==> src/rtl/rc_in_fifo_12_if.sv <==
// ----------------------------------------------------------------------------
// rc_in_fifo_12_if
// Handshake bundle between router 12's input flit buffer and its neighbours:
// the upstream link (data_in/valid_in/ready_out) and the routing-computation
// stage (data_out/valid_out/rc_ready), plus the exported occupancy pressure.
//
// Modports:
//   slave  - the flit buffer itself
//   master - the environment around it (upstream link + RC stage)
//
// Signals:
//   data_in      [DATASIZE]  flit from the upstream link
//   valid_in     [1]         upstream flit is valid
//   ready_out    [1]         buffer can accept a flit this cycle
//   data_out     [DATASIZE]  head flit presented to the RC stage
//   valid_out    [1]         head flit is valid
//   rc_ready     [1]         RC stage consumes the head flit this cycle
//   pressure_out [WIDTH+1]   occupancy count, 0..DEPTH
// ----------------------------------------------------------------------------
interface rc_in_fifo_12_if #(
    parameter int DATASIZE = 40,
    parameter int WIDTH    = 3
);
    logic [DATASIZE-1:0] data_in;
    logic                valid_in;
    logic                ready_out;
    logic [DATASIZE-1:0] data_out;
    logic                valid_out;
    logic                rc_ready;
    logic [WIDTH:0]      pressure_out;

    modport slave (
        input  data_in,
        input  valid_in,
        input  rc_ready,
        output ready_out,
        output data_out,
        output valid_out,
        output pressure_out
    );

    modport master (
        output data_in,
        output valid_in,
        output rc_ready,
        input  ready_out,
        input  data_out,
        input  valid_out,
        input  pressure_out
    );
endinterface

==> src/rtl/rc_in_fifo_12.sv <==
// ----------------------------------------------------------------------------
// rc_in_fifo_12
// Input flit buffer for one input port of router 12. Flits arrive from the
// link on a valid/ready handshake, are stored first-in-first-out, and the
// head flit is presented first-word-fall-through to the routing-computation
// stage, which pops it with rc_ready. The occupancy count is exported as a
// pressure value for adaptive direction selection in neighbouring RC units.
//
// Ports:
//   rc_clk  - clock, rising edge active
//   rst_n   - asynchronous, active-low reset
//   link    - rc_in_fifo_12_if.slave: data_in/valid_in/ready_out from the
//             link, data_out/valid_out/rc_ready to the RC stage,
//             pressure_out occupancy count
//
// Flit fields: src[39:36] dst[35:32] timestamp[31:24] data[23:2] type[1:0].
// ----------------------------------------------------------------------------
module rc_in_fifo_12 #(
    parameter int DEPTH    = 8,
    parameter int WIDTH    = 3,
    parameter int DATASIZE = 40
) (
    input  logic                 rc_clk,
    input  logic                 rst_n,
    rc_in_fifo_12_if.slave       link
);

    localparam logic [WIDTH:0] FULL_COUNT = (WIDTH+1)'(DEPTH);

    logic [DATASIZE-1:0] mem [DEPTH];
    logic [WIDTH-1:0]    wr_ptr;
    logic [WIDTH-1:0]    rd_ptr;
    logic [WIDTH:0]      count;
    logic                push;
    logic                pop;
    logic                not_full;
    logic                not_empty;

    // Full and empty come from the occupancy count rather than pointer
    // equality. ready_out looks only at the registered count, so a pop in the
    // same cycle cannot open the door for a push into a full buffer.
    assign not_full  = (count != FULL_COUNT);
    assign not_empty = (count != '0);
    assign push      = link.valid_in & not_full;
    assign pop       = not_empty & link.rc_ready;

    assign link.ready_out    = not_full;
    assign link.valid_out    = not_empty;
    assign link.pressure_out = count;

    // First-word-fall-through head; forced to zero while empty so the RC
    // stage never sees stale storage contents.
    assign link.data_out = not_empty ? mem[rd_ptr] : '0;

    // Storage has no reset: contents are only meaningful between rd_ptr and
    // wr_ptr, which the count tracks.
    always_ff @(posedge rc_clk) begin
        if (push) begin
            mem[wr_ptr] <= link.data_in;
        end
    end

    // Pointers wrap naturally at DEPTH because DEPTH == 2**WIDTH.
    always_ff @(posedge rc_clk or negedge rst_n) begin
        if (!rst_n) begin
            wr_ptr <= '0;
            rd_ptr <= '0;
        end else begin
            if (push) begin
                wr_ptr <= wr_ptr + WIDTH'(1);
            end
            if (pop) begin
                rd_ptr <= rd_ptr + WIDTH'(1);
            end
        end
    end

    // Occupancy: a simultaneous push and pop leaves the count unchanged.
    always_ff @(posedge rc_clk or negedge rst_n) begin
        if (!rst_n) begin
            count <= '0;
        end else begin
            case ({push, pop})
                2'b10:   count <= count + (WIDTH+1)'(1);
                2'b01:   count <= count - (WIDTH+1)'(1);
                default: count <= count;
            endcase
        end
    end

endmodule

==> src/flat_wrapper.sv <==
// flat-port wrapper written by rule: the top's interface ports become plain ports
module rc_in_fifo_12_flat 
#(
    parameter int DEPTH    = 8,
    parameter int WIDTH    = 3,
    parameter int DATASIZE = 40
)
  (rc_clk, rst_n, link_data_in, link_valid_in, link_rc_ready, link_ready_out, link_data_out, link_valid_out, link_pressure_out);
  rc_in_fifo_12_if #(.DATASIZE(DATASIZE), .WIDTH(WIDTH)) link_i ();
  input  logic rc_clk;
  input  logic rst_n;
  input wire logic [$bits(link_i.data_in)-1:0] link_data_in;
  input wire logic [$bits(link_i.valid_in)-1:0] link_valid_in;
  input wire logic [$bits(link_i.rc_ready)-1:0] link_rc_ready;
  output wire logic [$bits(link_i.ready_out)-1:0] link_ready_out;
  output wire logic [$bits(link_i.data_out)-1:0] link_data_out;
  output wire logic [$bits(link_i.valid_out)-1:0] link_valid_out;
  output wire logic [$bits(link_i.pressure_out)-1:0] link_pressure_out;
  assign link_i.data_in = link_data_in;
  assign link_i.valid_in = link_valid_in;
  assign link_i.rc_ready = link_rc_ready;
  assign link_ready_out = link_i.ready_out;
  assign link_data_out = link_i.data_out;
  assign link_valid_out = link_i.valid_out;
  assign link_pressure_out = link_i.pressure_out;
  rc_in_fifo_12 #(.DEPTH(DEPTH), .WIDTH(WIDTH), .DATASIZE(DATASIZE)) u_core (.rc_clk(rc_clk), .rst_n(rst_n), .link(link_i));
endmodule
==> config.mk <==
export PLATFORM = sky130hd
export DESIGN_NAME = rc_in_fifo_12_flat
export DESIGN_NICKNAME = d
export VERILOG_FILES = /design/src/rtl/rc_in_fifo_12_if.sv /design/src/rtl/rc_in_fifo_12.sv /design/src/flat_wrapper.sv
export SDC_FILE = /design/constraint.sdc
export NUM_CORES = 1
export LEC_CHECK = 0
export BUFFER_PORTS_ARGS = -buffer_cell sky130_fd_sc_hd__buf_2
export CAP_MARGIN = 20
export CORE_UTILIZATION = 50
export DETAILED_ROUTE_END_ITERATION = 12
export PLACE_DENSITY = 0.65
export REMOVE_ABC_BUFFERS = 1
export SLEW_MARGIN = 20
export SYNTH_ARGS = -nofsm -noshare
export SYNTH_HDL_FRONTEND = slang
export SYNTH_SLANG_ARGS = --single-unit
==> constraint.sdc <==
create_clock -name rc_clk -period 5.75 [get_ports rc_clk]
set_input_delay 0.575 -clock rc_clk [delete_from_list [all_inputs] [get_ports rc_clk]]
set_output_delay 0.575 -clock rc_clk [all_outputs]
set_load 0.01 [all_outputs]
Yosys cells after proc, flatten, opt, wreduce, memory -nomap -nowiden --
Memories as Yosys holds them, arrays and structs flattened. Cells that the tools add are included.
Cells by class: reduce and logical (&&, ||, !) cells 2, multiplexer cells 4, add/sub/neg operators 4, eq/ne operators 3, bitwise logic cells 2
Operator list (number):
- 2-to-1 mux 40 bit | 1
- one-hot mux 4 bit (2 select lines) | 1
- adder 3 x 1 -> 3 bit, second input constant | 2
- adder 4 x 1 -> 4 bit, second input constant | 1
- inequality test 4 bit, second input constant | 1
- nonzero test 4 bit | 1
- subtractor 4 x 1 -> 4 bit, second input constant | 1
- AND 1 bit | 2
- == test 2 x 1 -> 1 bit, second input constant | 1
- == test 2 bit, second input constant | 1
- 2-to-1 mux 1 bit | 2
- nonzero test 2 bit | 1
Word-level totals: flip-flop bits (word level) 10, RAM bits 320, memories kept 1
Memory list:
- u_core.mem | words 8, width 40, read ports 1, clocked after memory_dff 0, wr ports 1, RTL line rc_in_fifo_12.sv:30 | logic [DATASIZE-1:0] mem [DEPTH];

Logic depth before layout (Yosys ltp) --
Gate-level depths: netlist of run 1.
depth after elaboration 4, depth in mapped cells 11, depth with buffers taken out 9

Worst setup path after synthesis of run 1 --
Ideal clock, no wire load.
path kind flip-flop to flip-flop, from register u_core.count[1], in the netlist u_core.link.pressure_out[1], to memory u_core.mem[1][0] (enable), setup slack 1446 ps, library setup time 487 ps, stages on the path, launching flop included 6, arrival time 3817 ps, buffers on the path 2, required time 5263 ps, cells stage by stage dfrtp_1 clkbuf_1 or4b_2 clkbuf_2 nand3_1 nor3_1
Between the ends: word-level cells in the longest chain between the ends 4
Ends and longest elaborated chain:
- start: declaration | RTL line rc_in_fifo_12.sv:33 | logic [WIDTH:0] count;
- start signal: assignment | RTL line rc_in_fifo_12.sv:84 | 2'b10: count <= count + (WIDTH+1)'(1);
- start signal: assignment | RTL line rc_in_fifo_12.sv:85 | 2'b01: count <= count - (WIDTH+1)'(1);
- start signal: assignment | RTL line rc_in_fifo_12.sv:86 | default: count <= count;
- inequality test 4 bit | RTL line rc_in_fifo_12.sv:42 | assign not_full = (count != FULL_COUNT);
- via link_ready_out | RTL line flat_wrapper.sv:15 | output wire logic [$bits(link_i.ready_out)-1:0] link_ready_out;
- AND 1 bit | RTL line rc_in_fifo_12.sv:44 | assign push = link.valid_in & not_full;
- 2-to-1 mux 1 bit | RTL line rc_in_fifo_12.sv:58 | if (push) begin
- 2-to-1 mux 1 bit (not written as such) | RTL line rc_in_fifo_12.sv:59 | mem[wr_ptr] <= link.data_in;
- end: declaration | RTL line rc_in_fifo_12.sv:30
The timed path passes the listed nets, and every way through them passes these cells.

Worst setup path after layout of run 1 --
from register u_core.rd_ptr[0], to output port link_data_out[28]
Between the ends: word-level cells in the longest chain between the ends 2
Ends and longest elaborated chain:
- start: declaration | RTL line rc_in_fifo_12.sv:32 | logic [WIDTH-1:0] rd_ptr;
- start signal: assignment | RTL line rc_in_fifo_12.sv:73 | rd_ptr <= rd_ptr + WIDTH'(1);
- memory (8 x 40 bit)
- 2-to-1 mux 40 bit | RTL line rc_in_fifo_12.sv:53 | assign link.data_out = not_empty ? mem[rd_ptr] : '0;
- end: declaration | RTL line flat_wrapper.sv:16 | output wire logic [$bits(link_i.data_out)-1:0] link_data_out;
Every way passes these cells.

==> results of run 1 <==
==> routing by layer <==
metal	wire length (um)	part of all wire	vias up
li1	-	-	2500
met1	10100	0.42	3111
met2	12100	0.51	170
met3	1310	0.055	35
met4	354	0.015	2
met5	13	0.00054	-
==> sequential cells by signal (all words and copies together) (netlist names) <==
name,flops
u_core.wr_ptr,3
u_core.mem,320
u_core.rd_ptr,3
u_core.link.pressure_out,4
==> cell families (layout without fill, tap and decap cells) <==
kind of cell | after synthesis | after routing | share of synthesized area
flip-flops | 330 | 330 | 0.784
buffers and inverters | 34 | 167 | 0.0146
adder cells (fa/ha/maj) | 5 | 5 | 0.00498
other | 0 | 1 | 0
AND/OR/NAND/NOR | 27 | 27 | 0.0127
AO/OA/AOI/OAI | 46 | 46 | 0.0316
XOR/XNOR | 7 | 7 | 0.00488
multiplexers | 84 | 84 | 0.147
==> worst min path at each step <==
stage,start,depth (start not counted),end
final,link_data_in[25],1,u_core.mem[6][25]
after global routing,link_data_in[31],1,u_core.mem[4][31]
after CTS,link_data_in[31],1,u_core.mem[4][31]
after detailed placement,rst_n,1,u_core.link.pressure_out[1]
after global placement,rst_n,1,u_core.link.pressure_out[1]
after floorplan,rst_n,0,u_core.link.pressure_out[0]
==> metrics by stage <==
step | utilization | worst slack, ps
final | 0.592 | 2090
after global routing | 0.592 | 1860
after CTS | 0.592 | 1990
after detailed placement | 0.549 | 2540
after global placement | 0.549 | 2570
after floorplan | - | 1050
==> synthesized netlist by cell type (2+ instances only) <==
master	n	area, um2
edfxtp_1	320	9610
mux4_2	80	1800
a22o_1	40	350
clkbuf_1	16	60.1
dfrtp_1	10	250
buf_2	8	40.0
nor2_1	7	26.3
buf_6	6	67.6
xnor2_1	6	52.6
ha_1	5	62.6
inv_1	3	11.3
nand2_1	3	11.3
nand3_1	3	15.0
mux2_2	2	22.5
nand2b_1	2	12.5
nand3b_1	2	15.0
nor2b_1	2	12.5
nor3_1	2	10.0
or4b_2	2	20.0
==> power by group through the flow <==
stage / clock network [mW] / registers (mW) / logic [mW]
2_1_floorplan: 0 / 3.38 / 1.45
3_3_place_gp: 0 / 3.32 / 2.22
3_5_place_dp: 0 / 3.35 / 2.26
4_1_cts: 2.09 / 3.30 / 2.26
5_1_grt: 2.18 / 3.33 / 2.38
6_report: 2.04 / 3.28 / 2.21
==> layout by cell type (no fill, tap or decap), types with 2 or more instances in the layout <==
cell	n
or4b_2	2
dfrtp_1	8
a22o_1	40
mux2_2	2
edfxtp_1	320
nand2_1	3
nand3_1	3
buf_2	89
ha_1	5
inv_1	3
buf_4	15
clkbuf_1	8
nor3_2	2
nand2b_1	2
clkinv_1	8
dfrtp_4	2
clkbuf_16	37
xnor2_1	6
mux4_2	80
nand3b_1	2
nor2_4	6
clkinv_2	3
==> final cells by class <==
type	instances	share of cell area
multi-input cells	169	0.179
repair buffers	105	0.0392
clock buffers	45	0.0660
diodes	1	0.000173
clock inverters	14	0.00630
inverters	3	0.000777
well taps	324	0.0280
flip-flops and latches	330	0.681
==> impl_metrics.py, run 1 <==
metrics = {
    "yosys": {
        "synth_edf_count": 320,
        "syn_area_um2": 12600,
        "synth_flop_cell": "edfxtp_1",
        "synth_cell_types": 33,
        "syn_inst": 533,
        "yosysSeqAreaShare": 0.784,
        "synth_warnings": 0,
        "synthArstFlopShare": 0.0303,
        "syn_area_per_cell_um2": 23.6,
        "ys_seq_elements": 330,
    },
    "worst_setup_path": {
        "r2r-start": "u_core.link.pressure_out[2]",
        "cp_max_fo": 48,
        "crit_path_end_kind": "primary output",
        "cpPeakStageDelay_ps": 1050,
        "startpoint": "u_core.rd_ptr[0]",
        "cp.arrival_ps": 3090,
        "cp.required_ps": 5180,
        "crit_path_start_kind": "register",
        "slowest_stage": "dfrtp_4",
        "worst-path-stages": 4,
        "endpoint": "link_data_out[28]",
        "cp_num_buf_inv": 2,
        "worstSetupPathType": "reg -> out",
        "critPathTopFamily": "flip-flops",
        "reg2reg_depth": 6,
        "reg2reg_to": "u_core.link.pressure_out[3]",
        "crit_chain": "buf_4, mux4_2, a22o_1, buf_2",
        "ff2ff_setup_slack_ps": 2700,
    },
    "finish": {
        "fin_nets": 692,
        "nFillCells": 1754,
        "regArea_um2": 9870,
        "multi_input_area_um2": 2590,
        "drive_gt1_frac": 0.369,
        "stdcell_count": 991,
        "area_delta_synth_final_pct": 15.3,
        "final_area_um2": 14500,
    },
    "power_and_ir_drop": {
        "switchingPower_mw": 2.22,
        "power_density_nw_per_um2": 520,
        "switching_share": 0.294,
        "power_mw": 7.53,
        "power_frac_clock": 0.271,
        "combPwrFrac": 0.293,
        "p_seq_frac": 0.436,
        "p_int_mw": 5.32,
        "p_leak_nw": 4.80,
        "peakVddDrop_uv": 342,
    },
    "timing": {
        "relSlewSlack": 0.356,
        "grt_setup_unrepaired": "no",
        "timing.hold.ws_ps": 335,
        "drv_slew": 0,
        "tightest_slew_ps": 967,
        "fin_worst_skew_ps": 17.5,
        "hold_violations": 0,
        "final-setup-viol-count": 0,
        "fmax_ghz": 0.273,
        "tns_ps": 0,
        "min_period_over_period": 0.637,
        "min_period_ps": 3660,
    },
    "cts": {
        "cts_setup_buffers": 0,
        "clock_latency_ps": 510,
        "cts_max_path_buffers": 3,
        "cts_root_buf": "clkbuf_16",
        "cts.sink_count": 330,
        "holdBufCountCts": 1,
        "htreeDepth": 2,
        "numCtsBuffers": 34,
        "cts_tree": "yes",
        "cts_resized": 0,
        "clk_pin_slew_ps": 60,
    },
    "grt": {
        "gr-usage-met2": 0.321,
        "antenna_found_initial": 2,
        "grt_pass1_wl_um": 36600,
        "busiest_layer": "met2",
        "grt.met1_usage": 0.264,
        "grt_max_degree": 59,
        "grt_pass1_vias": 6111,
        "grt_usage": 0.193,
        "grt_overflow": 0,
        "globalRouteMet3Util": 0.0398,
    },
    "detailed_routing": {
        "drc_errors": 0,
        "drt_iter0_markers": 481,
        "drt_wl_total_um": 23900,
        "first_pass_iters": 5,
        "detail_route.wl_per_cell_um": 24.1,
        "num_vias": 5818,
        "via_per_inst": 5.87,
        "ant_nets": 0,
    },
    "placement": {
        "place_inst": 930,
        "place_area_um2": 13400,
        "gp_congestion": 0.710,
        "dpl.hpwl_um": 13100,
        "io_buffer_count": 89,
    },
    "floorplanning": {
        "std_cell_rows": 57,
        "ios": 90,
        "fp.coreArea_um2": 24500,
        "fp.dieArea_um2": 25800,
        "fp.dieW_um": 161,
        "initial_core_util": 0.514,
        "die_h_um": 161,
    },
    "run": {
        "cap_violations": 0,
    },
    "hold_path": {
        "hold_path_class": "in -> reg",
    },
    "outcome": {
        "outcome": "completed",
    },
}
Power figures use the tool's default switching activity.
==> run 2: changes to the inputs <==
--- a/config.mk
+++ b/config.mk
@@ -5,6 +5,7 @@
 export SDC_FILE = /design/constraint.sdc
 export NUM_CORES = 1
 export LEC_CHECK = 0
+export ABC_AREA = 1
 export BUFFER_PORTS_ARGS = -buffer_cell sky130_fd_sc_hd__buf_2
 export CAP_MARGIN = 20
 export CORE_UTILIZATION = 50
==> constraint.sdc (replaced) <==
create_clock -name rc_clk -period 3.5 [get_ports rc_clk]
set_input_delay 0.35 -clock rc_clk [delete_from_list [all_inputs] [get_ports rc_clk]]
set_output_delay 0.35 -clock rc_clk [all_outputs]
set_load 0.01 [all_outputs]
==> run 2 against run 1 <==
  * Combinational power increased by 110%
  * Wire length increased by 20%
  * First-iteration DRC count increased by 50%
  * Clock skew decreased by 7.7 ps
  * Critical path type unchanged
  * Non-clock buffer count increased by 12
  * Global-route usage increased by 2.5 points
  * Sequential power increased by 61%
  * Final area increased by 5.0%
  * Synthesized cell count increased by 92%
  * Final cell count increased by 49%
  * Die area increased by 5.5%
  * Clock power increased by 78%
  * Highest routed layer unchanged
==> impl_metrics.py, run 2 <==
metrics = {
    "power_and_ir_drop": {
        "switching_share": 0.355,
        "power_frac_clock": 0.269,
        "peakVddDrop_uv": 562,
        "p_leak_nw": 5.30,
        "combPwrFrac": 0.343,
        "power_density_nw_per_um2": 891,
        "p_seq_frac": 0.388,
        "switchingPower_mw": 4.82,
        "p_int_mw": 8.74,
    },
    "floorplanning": {
        "fp.dieArea_um2": 27200,
        "ios": 90,
        "initial_core_util": 0.509,
        "fp.dieW_um": 165,
        "die_h_um": 165,
        "fp.coreArea_um2": 26100,
        "std_cell_rows": 59,
    },
    "grt": {
        "antenna_found_initial": 3,
        "grt_pass1_wl_um": 44700,
        "grt_usage": 0.219,
        "grt_max_degree": 104,
        "grt_overflow": 0,
        "grt_pass1_vias": 8123,
    },
    "cts": {
        "cts_setup_buffers": 0,
        "clk_pin_slew_ps": 60,
        "cts_tree": "yes",
        "holdBufCountCts": 1,
        "clock_latency_ps": 510,
        "cts.sink_count": 330,
        "cts_resized": 0,
        "numCtsBuffers": 35,
        "cts_max_path_buffers": 3,
        "cts_root_buf": "clkbuf_16",
        "htreeDepth": 2,
    },
    "worst_setup_path": {
        "cpPeakStageDelay_ps": 510,
        "crit_path_end_kind": "primary output",
        "crit_path_start_kind": "register",
        "cp.required_ps": 3150,
        "r2r-start": "u_core.link.pressure_out[0]",
        "cp_max_fo": 63,
        "crit_chain": "inv_6, buf_12, nor2_1, o211ai_1, nand2_1, nor2_1, buf_2",
        "reg2reg_depth": 7,
        "crit_top_cell": "nor2_1",
        "reg2reg_to": "u_core.mem[7][15]",
        "worstSetupPathType": "reg -> out",
        "slowest_stage": "dfrtp_4",
        "cp.arrival_ps": 2490,
        "ff2ff_setup_slack_ps": 1190,
    },
    "detailed_routing": {
        "drt_wl_total_um": 28500,
        "first_pass_iters": 6,
        "detail_route.wl_per_cell_um": 19.3,
        "drt_iter0_markers": 723,
        "via_per_inst": 5.56,
        "num_vias": 8212,
        "drc_errors": 0,
        "ant_nets": 0,
    },
    "finish": {
        "largest_reg_flops": 320,
        "fin_nets": 1164,
        "drive_gt1_frac": 0.183,
        "regArea_um2": 9870,
        "area_delta_synth_final_pct": 14.7,
        "regMostFlops": "u_core.mem",
        "layout_commonest_cell": "edfxtp_1",
        "final_cell_mix": "edfxtp_1 (320), nor2_1 (255), o21ai_0 (111), buf_2 (89), nand2_1 (65)",
        "multi_input_area_um2": 3000,
        "final_area_um2": 15200,
        "nFillCells": 2107,
    },
    "yosys": {
        "syn_area_um2": 13300,
        "synth_edf_count": 320,
        "synth_top_area_share": 0.724,
        "yosysSeqAreaShare": 0.743,
        "synth_warnings": 0,
        "synth_cell_types": 26,
        "syn_area_per_cell_um2": 12.9,
        "yosys.cell_count.top_type": "edfxtp_1",
        "ys_seq_elements": 330,
        "synth.area.top_cells": "edfxtp_1 (72%), nor2_1 (7.4%), o21ai_0 (4.2%), o211ai_1 (2.3%), o21ai_1 (2.0%)",
        "synth_top_area_cell": "edfxtp_1",
        "synth_flop_cell": "edfxtp_1",
        "syn_inst": 1026,
        "synthArstFlopShare": 0.0303,
        "synth_commonest_cells": "edfxtp_1 (320), nor2_1 (263), o21ai_0 (111)",
    },
    "timing": {
        "hold_violations": 0,
        "drv_slew": 0,
        "fmax_ghz": 0.352,
        "grt_setup_unrepaired": "no",
        "min_period_ps": 2840,
        "timing.hold.ws_ps": 120,
        "min_period_over_period": 0.812,
        "tightest_slew_ps": 688,
        "fin_worst_skew_ps": 9.80,
        "relSlewSlack": 0.540,
        "final-setup-viol-count": 0,
    },
    "placement": {
        "gp_congestion": 0.782,
        "place_area_um2": 14100,
        "dpl.hpwl_um": 15800,
        "io_buffer_count": 89,
    },
    "hold_path": {
        "hold_end": "u_core.mem[6][16]",
        "min_from": "link_data_in[16]",
        "hold_path_class": "in -> reg",
        "holdPathStages": 1,
    },
    "run": {
        "cap_violations": 0,
    },
    "outcome": {
        "outcome": "completed",
    },
}
-- run 2: worst max-delay path by stage --
stage,startpoint,end,slack [ps],cells past startpoint
after CTS,u_core.rd_ptr[1],link_data_out[21],610,7
final,u_core.rd_ptr[0],link_data_out[12],660,7
after global routing,u_core.rd_ptr[0],link_data_out[12],470,7
after detailed placement,u_core.rd_ptr[1],link_data_out[21],1150,7
after global placement,u_core.rd_ptr[1],link_data_out[21],1130,7
after floorplan,u_core.rd_ptr[0],link_data_out[38],-1360,5
-- run 2: kinds of logic (layout without fill, tap and decap cells) --
kind of cell	after synthesis	count (layout)	synth area share
XOR/XNOR	5	5	0.00330
adder cells (fa/ha/maj)	5	5	0.00472
buffers and inverters	76	189	0.0353
AO/OA/AOI/OAI	245	245	0.104
flip-flops	330	330	0.743
other	0	3	0
AND/OR/NAND/NOR	365	365	0.110
-- run 2: worst max-delay path: cells and delay by family, from the launching register on --
kind                   cells  cell delay [ps]
flip-flops                 1              510
AND/OR/NAND/NOR            3              380
AO/OA/AOI/OAI              1              180
buffers and inverters      3              900
-- run 2: cell type report --
type | count | area share
Antenna cell | 3 | 0.000493
Timing Repair Buffer | 117 | 0.0490
Clock buffer | 47 | 0.0633
Multi-Input combinational cell | 620 | 0.197
Inverter | 11 | 0.00304
Clock inverter | 14 | 0.0109
Tap cell | 335 | 0.0275
Sequential cell | 330 | 0.648
-- run 2: power by group through the flow --
stage,Combinational [mW],Clock [mW],Sequential [mW]
finish,4.65,3.64,5.27
global route,5.24,3.84,5.32
CTS,4.72,3.71,5.27
detailed placement,4.71,0,5.35
global placement,4.65,0,5.33
floorplan,2.60,0,5.58
-- run 2: metrics by stage --
step / util / instances / worst slack [ps] / total power, mW / TNS [ps]
after floorplan: - / 961 / -1360 / 8.18 / -55200
final: 0.584 / 1477 / 659 / 13.6 / 0
after CTS: 0.584 / 1474 / 611 / 13.7 / 0
after global routing: 0.584 / 1476 / 473 / 14.4 / 0
after detailed placement: 0.540 / 1412 / 1150 / 10.1 / 0
after global placement: 0.540 / 1412 / 1130 / 9.98 / 0
-- run 2: metal layers --
layer | share of wire | up-vias | track usage
li1 | - | 3885 | -
met1 | 0.44 | 4048 | 0.292
met2 | 0.49 | 232 | 0.367
met3 | 0.052 | 45 | 0.0349
met4 | 0.021 | 2 | 0.0696
met5 | 0.00046 | - | 0
==> run 3: changes to the inputs <==
==> constraint.sdc (replaced) <==
create_clock -name rc_clk -period 2.9 [get_ports rc_clk]
set_input_delay 0.29 -clock rc_clk [delete_from_list [all_inputs] [get_ports rc_clk]]
set_output_delay 0.29 -clock rc_clk [all_outputs]
set_load 0.01 [all_outputs]
==> run 3 against run 2 <==
  * Sequential cell count unchanged
  * Sequential share of layout area increased by 0.46 points
  * Power increased by 18%
  * Critical endpoint is now link_data_out[36]
  * Wire length decreased by 0.38%
  * Non-clock buffer count increased by 3
  * Final cell count unchanged
  * Global-route usage decreased by 0.45 points
  * Critical path depth decreased by 1
  * Hold slack got worse by 62 ps
  * Die area unchanged
  * Clock-buffer cell count increased by 1
==> impl_metrics.py, run 3 (synthesis gave the netlist of run 2 again) <==
metrics = {
    "outcome": {
        "outcome": "completed",
    },
    "timing": {
        "final-setup-viol-count": 0,
        "relSlewSlack": 0.504,
        "min_period_over_period": 0.934,
        "drv_slew": 0,
        "fmax_ghz": 0.369,
        "min_period_ps": 2710,
        "timing.final.ws_setup_ps": 191,
        "tightest_slew_ps": 745,
        "fin_worst_skew_ps": 24.6,
        "grt_setup_unrepaired": "no",
        "hold_violations": 0,
    },
    "floorplanning": {
        "ios": 90,
        "std_cell_rows": 59,
        "fp.dieW_um": 165,
        "fp.dieArea_um2": 27200,
        "initial_core_util": 0.509,
        "die_h_um": 165,
        "fp.coreArea_um2": 26100,
    },
    "worst_setup_path": {
        "cp.arrival_ps": 2420,
        "crit_chain": "buf_4, o21ai_0, o22ai_1, nor2_1, nor2_1, buf_2",
        "crit_path_end_kind": "primary output",
        "crit_top_cell": "nor2_1",
        "worst-path-stages": 6,
        "reg2reg_to": "u_core.link.pressure_out[2]",
        "reg2reg_depth": 12,
        "cp_max_fo": 70,
        "cpPeakStageDelay_ps": 580,
        "critPathTopFamily": "buffers and inverters",
        "r2r-start": "u_core.link.pressure_out[0]",
        "slowest_stage": "buf_4",
        "endpoint": "link_data_out[36]",
        "startpoint": "u_core.rd_ptr[1]",
        "cp.required_ps": 2610,
        "worstSetupPathType": "reg -> out",
        "crit_path_start_kind": "register",
        "ff2ff_setup_slack_ps": 730,
        "cp_num_buf_inv": 2,
    },
    "detailed_routing": {
        "num_vias": 8122,
        "via_per_inst": 5.50,
        "drt_wl_total_um": 28400,
        "detail_route.wl_per_cell_um": 19.2,
        "drc_errors": 0,
        "drt_iter0_markers": 551,
        "ant_nets": 0,
        "first_pass_iters": 4,
    },
    "finish": {
        "regMostFlops": "u_core.mem",
        "layout_commonest_cell": "edfxtp_1",
        "final_cell_mix": "edfxtp_1 (320), nor2_1 (255), o21ai_0 (111), buf_2 (89), nand2_1 (65)",
        "final_area_um2": 15100,
        "diodes": 0,
        "largest_reg_flops": 320,
        "nFillCells": 2042,
        "fin_nets": 1166,
        "multi_input_area_um2": 3000,
        "area_delta_synth_final_pct": 13.9,
        "regArea_um2": 9870,
        "utilization": 0.580,
        "drive_gt1_frac": 0.188,
    },
    "cts": {
        "htreeDepth": 2,
        "cts.sink_count": 330,
        "clock_latency_ps": 510,
        "cts_tree": "yes",
        "cts_max_path_buffers": 3,
        "cts_root_buf": "clkbuf_16",
        "numCtsBuffers": 34,
        "clk_pin_slew_ps": 60,
    },
    "power_and_ir_drop": {
        "p_leak_nw": 5.27,
        "power_mw": 16.0,
        "peakVddDrop_uv": 642,
        "power_density_nw_per_um2": 1060,
    },
    "grt": {
        "grt_pass1_wl_um": 43700,
        "grt_pass1_vias": 7913,
        "grt_usage": 0.214,
        "grt_overflow": 0,
        "grt_max_degree": 106,
        "antenna_found_initial": 0,
    },
    "placement": {
        "gp_congestion": 0.756,
        "place_area_um2": 14100,
        "post-place-ws_ps": 690,
        "dpl.hpwl_um": 15300,
        "io_buffer_count": 89,
    },
    "run": {
        "cap_violations": 0,
    },
    "hold_path": {
        "hold_path_class": "in -> reg",
    },
}
-- run 3: worst min path at each step --
stage               cells past startpoint                          end        startpoint
floorplan                               0  u_core.link.pressure_out[0]             rst_n
CTS                                     1            u_core.mem[2][19]  link_data_in[19]
finish                                  1            u_core.mem[1][36]  link_data_in[36]
global route                            1             u_core.mem[7][4]   link_data_in[4]
global placement                        1  u_core.link.pressure_out[1]             rst_n
detailed placement                      1  u_core.link.pressure_out[0]             rst_n
-- run 3: cell type report --
cell class	count	area share
clock buffers	48	0.0645
clock inverters	13	0.00414
inverters	11	0.00306
multi-input cells	620	0.199
flip-flops and latches	330	0.653
well taps	335	0.0277
repair buffers	120	0.0489
-- run 3: stage by stage --
step / hold slack, ps / cells / TNS [ps]
after detailed placement: 190 / 1415 / 0
after global placement: 189 / 1415 / 0
after global routing: 54.5 / 1477 / 0
final: 57.2 / 1477 / 0
after CTS: 40.4 / 1477 / 0
after floorplan: -5.59 / 961 / -160370
-- run 3: what timing repair did --
action / in CTS / in global routing
endpoints found under the setup margin: 0 / 1
hold buffers: 1 / 0
gates resized for setup: 0 / 1
buffers inserted: 0 / 0
endpoints found under the hold margin: 10 / 0
-- run 3: layer usage --
metal,wire [um],vias to the layer above,global-route usage
li1,-,3882,-
met1,12300,3984,0.284
met2,14100,209,0.366
met3,1490,47,0.0326
met4,539,0,0.0613
met5,0,-,0
-- run 3: power by group --
group | switching [mW] | leakage (nW) | total (mW) | internal, mW
clock network | 1.71 | 0.516 | 4.05 | 2.34
registers | 0.256 | 3.02 | 6.25 | 5.99
logic | 3.80 | 1.74 | 5.67 | 1.87
total | 5.76 | 5.27 | 16.0 | 10.2
